### config.mk
export PLATFORM = sky130hd
export DESIGN_NAME = core_out_logger
export DESIGN_NICKNAME = d
export VERILOG_FILES = /design/src/rtl/core_out_logger.sv
export SDC_FILE = /design/constraint.sdc
export NUM_CORES = 1
export LEC_CHECK = 0
export CAP_MARGIN = 20
export CORE_MARGIN = 2
export CORE_UTILIZATION = 50
export DETAILED_ROUTE_END_ITERATION = 16
export PLACE_DENSITY = 0.67
export SLEW_MARGIN = 10
export SYNTH_ARGS = -nofsm -noshare
export SYNTH_HDL_FRONTEND = slang
export SYNTH_SLANG_ARGS = --single-unit
### constraint.sdc
create_clock -name clk -period 5.5 [get_ports clk]
set_input_delay 1.375 -clock clk [delete_from_list [all_inputs] [get_ports clk]]
set_output_delay 1.375 -clock clk [all_outputs]
set_load 0.05 [all_outputs]
### src/rtl/core_out_logger.sv
// Change-triggered logger: samples of core_out are buffered in an 8-deep FIFO
// and sent out as 8N1 UART frames, oldest first.
module core_out_logger #(
  parameter int CLKS_PER_BIT = 4
) (
  input  logic       clk,
  input  logic       reset,
  input  logic [7:0] core_out,
  output logic       tx,
  output logic       busy,
  output logic [3:0] fifo_count,
  output logic       overflow
);

  typedef enum logic [1:0] {IDLE, START, DATA, STOP} state_t;

  localparam logic [7:0] BAUD_LAST = 8'(CLKS_PER_BIT - 1);

  state_t     r_state;
  logic [7:0] r_prev_q;
  logic [7:0] r_mem [0:7];
  logic [2:0] r_wr_ptr;
  logic [2:0] r_rd_ptr;
  logic [3:0] r_count;
  logic       r_overflow;
  logic [7:0] r_shift;
  logic [2:0] r_bit_idx;
  logic [7:0] r_baud;
  logic       r_tx;

  state_t     w_state_next;
  logic [7:0] w_shift_next;
  logic [2:0] w_bit_idx_next;
  logic [7:0] w_baud_next;
  logic       w_tx_next;

  logic w_capture;
  logic w_full;
  logic w_pop;
  logic w_push;
  logic w_drop;
  logic w_baud_last;

  assign w_capture   = (core_out != r_prev_q);
  assign w_full      = (r_count == 4'd8);
  assign w_pop       = (r_state == IDLE) && (r_count != 4'd0);
  // A full FIFO still accepts a capture when the head leaves at the same edge.
  assign w_push      = w_capture && (!w_full || w_pop);
  assign w_drop      = w_capture && w_full && !w_pop;
  assign w_baud_last = (r_baud == BAUD_LAST);

  // Storage carries no reset; pointers and count define what is valid.
  always_ff @(posedge clk) begin
    if (w_push) begin
      r_mem[r_wr_ptr] <= core_out;
    end
  end

  always_ff @(posedge clk or posedge reset) begin
    if (reset) begin
      r_prev_q   <= 8'h00;
      r_wr_ptr   <= 3'd0;
      r_rd_ptr   <= 3'd0;
      r_count    <= 4'd0;
      r_overflow <= 1'b0;
    end else begin
      r_prev_q <= core_out;
      if (w_push) r_wr_ptr <= r_wr_ptr + 3'd1;
      if (w_pop)  r_rd_ptr <= r_rd_ptr + 3'd1;
      case ({w_push, w_pop})
        2'b10:   r_count <= r_count + 4'd1;
        2'b01:   r_count <= r_count - 4'd1;
        default: r_count <= r_count;
      endcase
      if (w_drop) r_overflow <= 1'b1;
    end
  end

  always_ff @(posedge clk or posedge reset) begin
    if (reset) begin
      r_state   <= IDLE;
      r_shift   <= 8'h00;
      r_bit_idx <= 3'd0;
      r_baud    <= 8'd0;
      r_tx      <= 1'b1;
    end else begin
      r_state   <= w_state_next;
      r_shift   <= w_shift_next;
      r_bit_idx <= w_bit_idx_next;
      r_baud    <= w_baud_next;
      r_tx      <= w_tx_next;
    end
  end

  // tx is computed one edge ahead so the line itself comes straight off a flop.
  always_comb begin
    w_state_next   = r_state;
    w_shift_next   = r_shift;
    w_bit_idx_next = r_bit_idx;
    w_baud_next    = r_baud;
    w_tx_next      = r_tx;
    case (r_state)
      IDLE: begin
        w_tx_next = 1'b1;
        if (w_pop) begin
          w_shift_next = r_mem[r_rd_ptr];
          w_state_next = START;
          w_baud_next  = 8'd0;
          w_tx_next    = 1'b0;
        end
      end
      START: begin
        if (w_baud_last) begin
          w_state_next   = DATA;
          w_baud_next    = 8'd0;
          w_bit_idx_next = 3'd0;
          w_tx_next      = r_shift[0];
        end else begin
          w_baud_next = r_baud + 8'd1;
        end
      end
      DATA: begin
        if (w_baud_last) begin
          w_baud_next = 8'd0;
          if (r_bit_idx == 3'd7) begin
            w_state_next = STOP;
            w_tx_next    = 1'b1;
          end else begin
            w_bit_idx_next = r_bit_idx + 3'd1;
            w_shift_next   = r_shift >> 1;
            w_tx_next      = r_shift[1];
          end
        end else begin
          w_baud_next = r_baud + 8'd1;
        end
      end
      STOP: begin
        w_tx_next = 1'b1;
        if (w_baud_last) begin
          w_state_next = IDLE;
          w_baud_next  = 8'd0;
        end else begin
          w_baud_next = r_baud + 8'd1;
        end
      end
      default: begin
        w_state_next = IDLE;
        w_tx_next    = 1'b1;
      end
    endcase
  end

  assign tx         = r_tx;
  assign busy       = (r_state != IDLE);
  assign fifo_count = r_count;
  assign overflow   = r_overflow;

endmodule

==> impl_metrics.toml, run 1 <==
[grt]
grt_util_all_layers_pct = 18.2
grt_antenna_before_repair = 0
grt_max_degree = 42
overflow = 0
grt_pass1_wl_um = 13600
grt_pass1_vias = 2588

[status]
outcome = "finished, final reports clean"

[pwr]
p_sw_share_pct = 37.6
p_int_w = 0.00178
pwr-share-seq_pct = 45.0
peakVddDrop_mv = 0.321
p_clk_share_pct = 15.8
p_leak_nw = 1.89
power_frac_comb_pct = 39.2
power_switching_w = 0.00107
power_density_nw_per_um2 = 565

[finish]
area_growth_pct = 10.9
diodes = 0
fin_cells = 439
fin_nets = 349
fillCellCount = 714
fin_util_pct = 57.5
drive_gt1_share_pct = 17.8
final_cell_area_sq_um = 5040

[timing]
setup_viol_count_final = 0
period_needed_ns = 3.88
setup-tns-final_ns = 0
slew_viol_final = 0
hold_viol = 0
tightest_slew_ns = 0.962
period_share_pct = 70.6
clock_skew_ns = 0.0173
slew_headroom_pct = 35.6
rsz0062_at_grt = "false"
max_freq_ghz = 0.257

[cts]
insertion_delay_ns = 0.37
cts-buffers-inserted = 9
clock-sinks = 105
root_buffer = "clkbuf_8"
hold_buffers = 0
path_clk_slew_ns = 0.11
ctsLongestPathBuffers = 2
cts_setup_buffers = 0
htreeDepth = 3
cts_resized = 0
cts_tree = "done"

[worst_hold_path]
worstHoldStart = "overflow"
hold_class = "reg -> reg"

[flow_run]
drv_cap = 0

[placement]
portBuffers = 16
hpwlAfterDp_um = 5270
dpl-instance-area_sq_um = 4840
gp_congestion = 0.740
place_inst = 422

[floorplanning]
dieWidth_um = 99.3
core-area_sq_um = 8760
start_util_pct = 51.8
fp-row-count = 34
die-height_um = 99.3
ios = 17
dieArea_sq_um = 9860

[routing]
ant_nets = 0
finalWirelength_um = 8120
drt_first_pass_iters = 4
drt-initial-drc-count = 143
post_drt_wl_per_cell_um = 18.5
num_vias = 2494
vias_per_cell = 5.68
drc_errors = 0

[synthesis]
ys.flop_type = "edfxtp_1"
avgSynthCellArea_sq_um = 14.9
async_reset_ff_share_pct = 39.0
ys_seq_area_share_pct = 64.9
netlist_instances = 304
yosys_warnings = 0
ys_seq_elements = 105
yosysUniqueCellTypes = 49
netlist_area_sq_um = 4540
synth_fp_nets = 327
synth_edf_count = 64

[setup_path]
cp.arrival_ns = 4.16
crit_fanout = 10
crit_required_ns = 5.78
reg2reg_from = "r_state[0]"
rrSetupSlack_ns = 2.53
crit_type = "in -> reg"
end_kind = "flip-flop"
worst_setup_path_start_kind = "primary input"
crit_start = "core_out[2]"
[routing by layer]
metal / routed length (um) / GRT usage [%] / share of wire [%] / vias up
li1: - / - / - / 1180
met1: 3730 / 24.5 / 46 / 1273
met2: 4100 / 30.2 / 51 / 36
met3: 236 / 4.43 / 2.9 / 5
met4: 53 / 4.43 / 0.65 / 0
met5: 0 / 0 / 0 / -
[power groups by stage]
stage	Sequential, W	Clock [W]	Combinational [W]
3_5_place_dp	0.00132	0	0.00110
5_1_grt	0.00131	0.000497	0.00125
4_1_cts	0.00131	0.000464	0.00110
3_3_place_gp	0.00131	0	0.00108
6_report	0.00128	0.000449	0.00112
2_1_floorplan	0.00127	0	0.000846
[cell families (layout without fill, tap and decap cells)]
group           count (synthesis)  in the layout  synth area share (%)
xor+xnor                       17             17                  3.28
simple gates                   72             72                  8.18
flops                         105            105                  64.9
compound gates                 49             49                  6.97
mux                            29             29                  10.9
fa+ha+maj                      13             13                  3.75
buf+inv                        19             46                  1.98
[cell type report]
class | count | area [sq um] | area share (%)
clock buffers | 10 | 128 | 2.53
clock inverters | 6 | 53.8 | 1.07
inverters | 8 | 30.0 | 0.596
multi-input cells | 180 | 1530 | 30.4
flip-flops and latches | 105 | 2950 | 58.5
well taps | 108 | 135 | 2.68
repair buffers | 22 | 213 | 4.22
[per-stage QoR]
stage / power (W) / hold WS, ns / worst slack [ns]
6_report: 0.00285 / 0.480 / 1.62
5_1_grt: 0.00306 / 0.524 / 1.44
4_1_cts: 0.00287 / 0.487 / 1.61
3_5_place_dp: 0.00242 / 0.460 / 1.24
3_3_place_gp: 0.00239 / 0.450 / 1.42
2_1_floorplan: 0.00211 / 0.452 / 2.16
[synth_stat cells, drive strengths merged, types with 3 or more instances]
cell type	number	area [sq um]
mux2	5	56.3
dfrtp	40	1000
inv	8	30.0
buf	8	48.8
mux4	16	360
xor2	11	96.3
nor2	14	55.1
nor3	5	30.0
mux2i	8	80.1
a21oi	9	45.0
and3	5	31.3
a22o	4	35.0
nand2b	3	18.8
ha	12	150
nand2	28	108
xnor2	6	52.6
nor4	4	37.5
edfxtp	64	1920
nand3	4	20.0
clkbuf	3	11.3
o21ai	26	145
[registers in the layout, summed over array words and instances (netlist names)]
name        cells
r_bit_idx       3
r_mem          64
tx              1
r_rd_ptr        3
fifo_count      4
r_state         2
overflow        1
r_shift         8
r_baud          8
r_prev_q        8
r_wr_ptr        3
[cells in the final DEF, fill, tap and decap left out, drive strengths merged, types with 2 or more instances in the layout]
cell	synthesis	routed
nor4	4	4
xnor2	6	6
nor2	14	14
a22o	4	4
nand2	28	28
inv	8	13
ha	12	12
and3	5	5
a21oi	9	9
mux2	5	5
nor4b	2	2
nand3	4	4
mux4	16	16
o21ai	26	26
buf	8	6
dfrtp	40	40
nor3	5	5
nor3b	2	2
nand2b	3	3
clkdlybuf4s50	0	16
edfxtp	64	64
clkbuf	3	10
xor2	11	11
mux2i	8	8
a21o	2	2
[critical path, cell delays in order]
cell             delay (ns)
clkdlybuf4s50_1        0.65
xor2_1                 0.14
nor4_2                 0.54
nand3_1                0.26
inv_1                  0.14
ha_1                   0.24
a21o_1                 0.18
a21oi_1                0.18
nand4_1                0.12
o31ai_1                0.12
xor2_1                 0.20
[final timing paths]
path	cells after the start	endpoint
hold reg to reg	1	overflow
max in group asynchronous	3	tx
setup / recovery	11	fifo_count[3]
min in group asynchronous	3	overflow
setup reg to reg	12	fifo_count[3]
hold / removal	1	overflow
No activity file was read; power rests on OpenSTA's default activity.
==> run 2, diff against run 1 <==
- clock period: 5.5 -> 4 ns (I/O delays scaled with it)
==> run 2 against run 1 <==
Combinational power up 39%. Non-clock buffer count rose by 8. Design area up 2.4%. Critical path depth unchanged. Largest power group unchanged. Largest cell class unchanged. Global-route usage about the same.
==> impl_metrics.toml, run 2 (same netlist as run 1, synthesis figures left out) <==
[setup_path]
crit_start = "core_out[0]"
crit_fanout = 10
cpLargestDelayFamily = "simple AND/OR/NAND/NOR gates"
critPathBufInv = 2
end_kind = "flip-flop"
crit_required_ns = 4.30
cp.arrival_ns = 3.57
max_stage_delay_ns = 0.58
crit_slowest_cell = "clkdlybuf4s50_1"
worst_setup_path_start_kind = "primary input"
path_cells = "clkdlybuf4s50_1 > xor2_1 > nor4_2 > nand3_1 > inv_1 > ha_1 > a21o_1 > a21oi_1 > nand4_1 > o31ai_1 > xor2_1"
crit_type = "in -> reg"
reg2reg_from = "r_state[0]"
path_common_cell = "xor2_1"

[floorplanning]
dieWidth_um = 99.3
fp-row-count = 34
ios = 17
dieArea_sq_um = 9860
core-area_sq_um = 8760
die-height_um = 99.3
start_util_pct = 51.8

[finish]
largest_register_ffs = 64
layout_common_cells = "edfxtp_1, dfrtp_1, nand2_1"
fin_util_pct = 58.9
area_growth_pct = 13.6
drive_gt1_share_pct = 19.2
regMostFlops = "r_mem"
diodes = 0
mostFrequentLayoutCell = "edfxtp_1"
fin_nets = 357
fin_cells = 447

[pwr]
power_density_nw_per_um2 = 792
peakVddDrop_mv = 0.518
p_total_w = 0.00408
p_leak_nw = 1.95

[timing]
setup-tns-final_ns = 0
hold_viol = 0
clock_skew_ns = 0.0131
period_share_pct = 81.9
rsz0062_at_grt = "false"
max_freq_ghz = 0.305
setup_viol_count_final = 0
tightest_slew_ns = 0.862
worst_slack_ns = 0.724
period_needed_ns = 3.28
slew_headroom_pct = 42.5
slew_viol_final = 0

[placement]
hpwlAfterDp_um = 5330
gp_congestion = 0.797
preCtsSetupSlack_ns = 0.335
portBuffers = 16
place_inst = 430

[grt]
overflow = 0
grt_util_all_layers_pct = 18.2
grt_max_degree = 26
grt_pass1_wl_um = 13700
grt_pass1_vias = 2564
grt_antenna_before_repair = 0

[cts]
hold_buffers = 0
insertion_delay_ns = 0.37
path_clk_slew_ns = 0.11
cts-buffers-inserted = 9
root_buffer = "clkbuf_8"
clock-sinks = 105
htreeDepth = 3
cts_resized = 0
ctsLongestPathBuffers = 2
cts_tree = "done"
cts_setup_buffers = 0

[worst_hold_path]
hold_class = "reg -> reg"
worstHoldStart = "overflow"

[status]
outcome = "finished, final reports clean"

[routing]
finalWirelength_um = 8230
drt-initial-drc-count = 94
drt_first_pass_iters = 4
post_drt_wl_per_cell_um = 18.4
ant_nets = 0
drc_errors = 0
num_vias = 2520
vias_per_cell = 5.64

[flow_run]
drv_cap = 0
==> run 2: cell types whose count changed in the layout (fill, tap and decap cells not counted), sizes merged <==
cell | previous run | this run
clkbuf | 10 | 9
clkinv | 1 | 2
bufinv | 0 | 2
inv | 13 | 11
buf | 6 | 14
==> run 2: layer usage <==
layer  vias up  part of all wire (%)  global-route usage [%]
met2        29                    51                    29.5
met3         4                   2.2                    4.43
li1       1201                     -                       -
met4         0                  0.44                    3.79
met5         -                     0                       0
met1      1286                    47                    25.4
==> run 2: power by group <==
part | total, W | switching (W) | internal [W]
Clock | 0.000759 | 0.000389 | 0.000370
Combinational | 0.00156 | 0.000851 | 0.000712
Sequential | 0.00176 | 0.000256 | 0.00151
==> run 2: cell type report <==
cell class | count | area [sq um]
fillers | 686 | 3600
flip-flops and latches | 105 | 2950
multi-input cells | 180 | 1520
repair buffers | 30 | 285
well taps | 108 | 135
clock buffers | 9 | 124
clock inverters | 7 | 119
inverters | 8 | 30.0
==> run 2: final timing paths <==
path / cells after the start / slack [ns] / end
worst max-delay path: 11 / 0.72 / fifo_count[3]
worst min-delay path: 1 / 0.48 / overflow
worst max register to register: 12 / 1.08 / fifo_count[3]
worst min register to register: 1 / 0.48 / overflow
max in group asynchronous: 3 / 2.24 / tx
min in group asynchronous: 2 / 1.07 / overflow
==> run 2: stage by stage <==
stage	hold WS (ns)	instance area, sq um
after floorplan	0.452	4540
after global placement	0.451	4900
after detailed placement	0.459	4900
after CTS	0.484	5140
after global routing	0.520	5160
final	0.476	5160
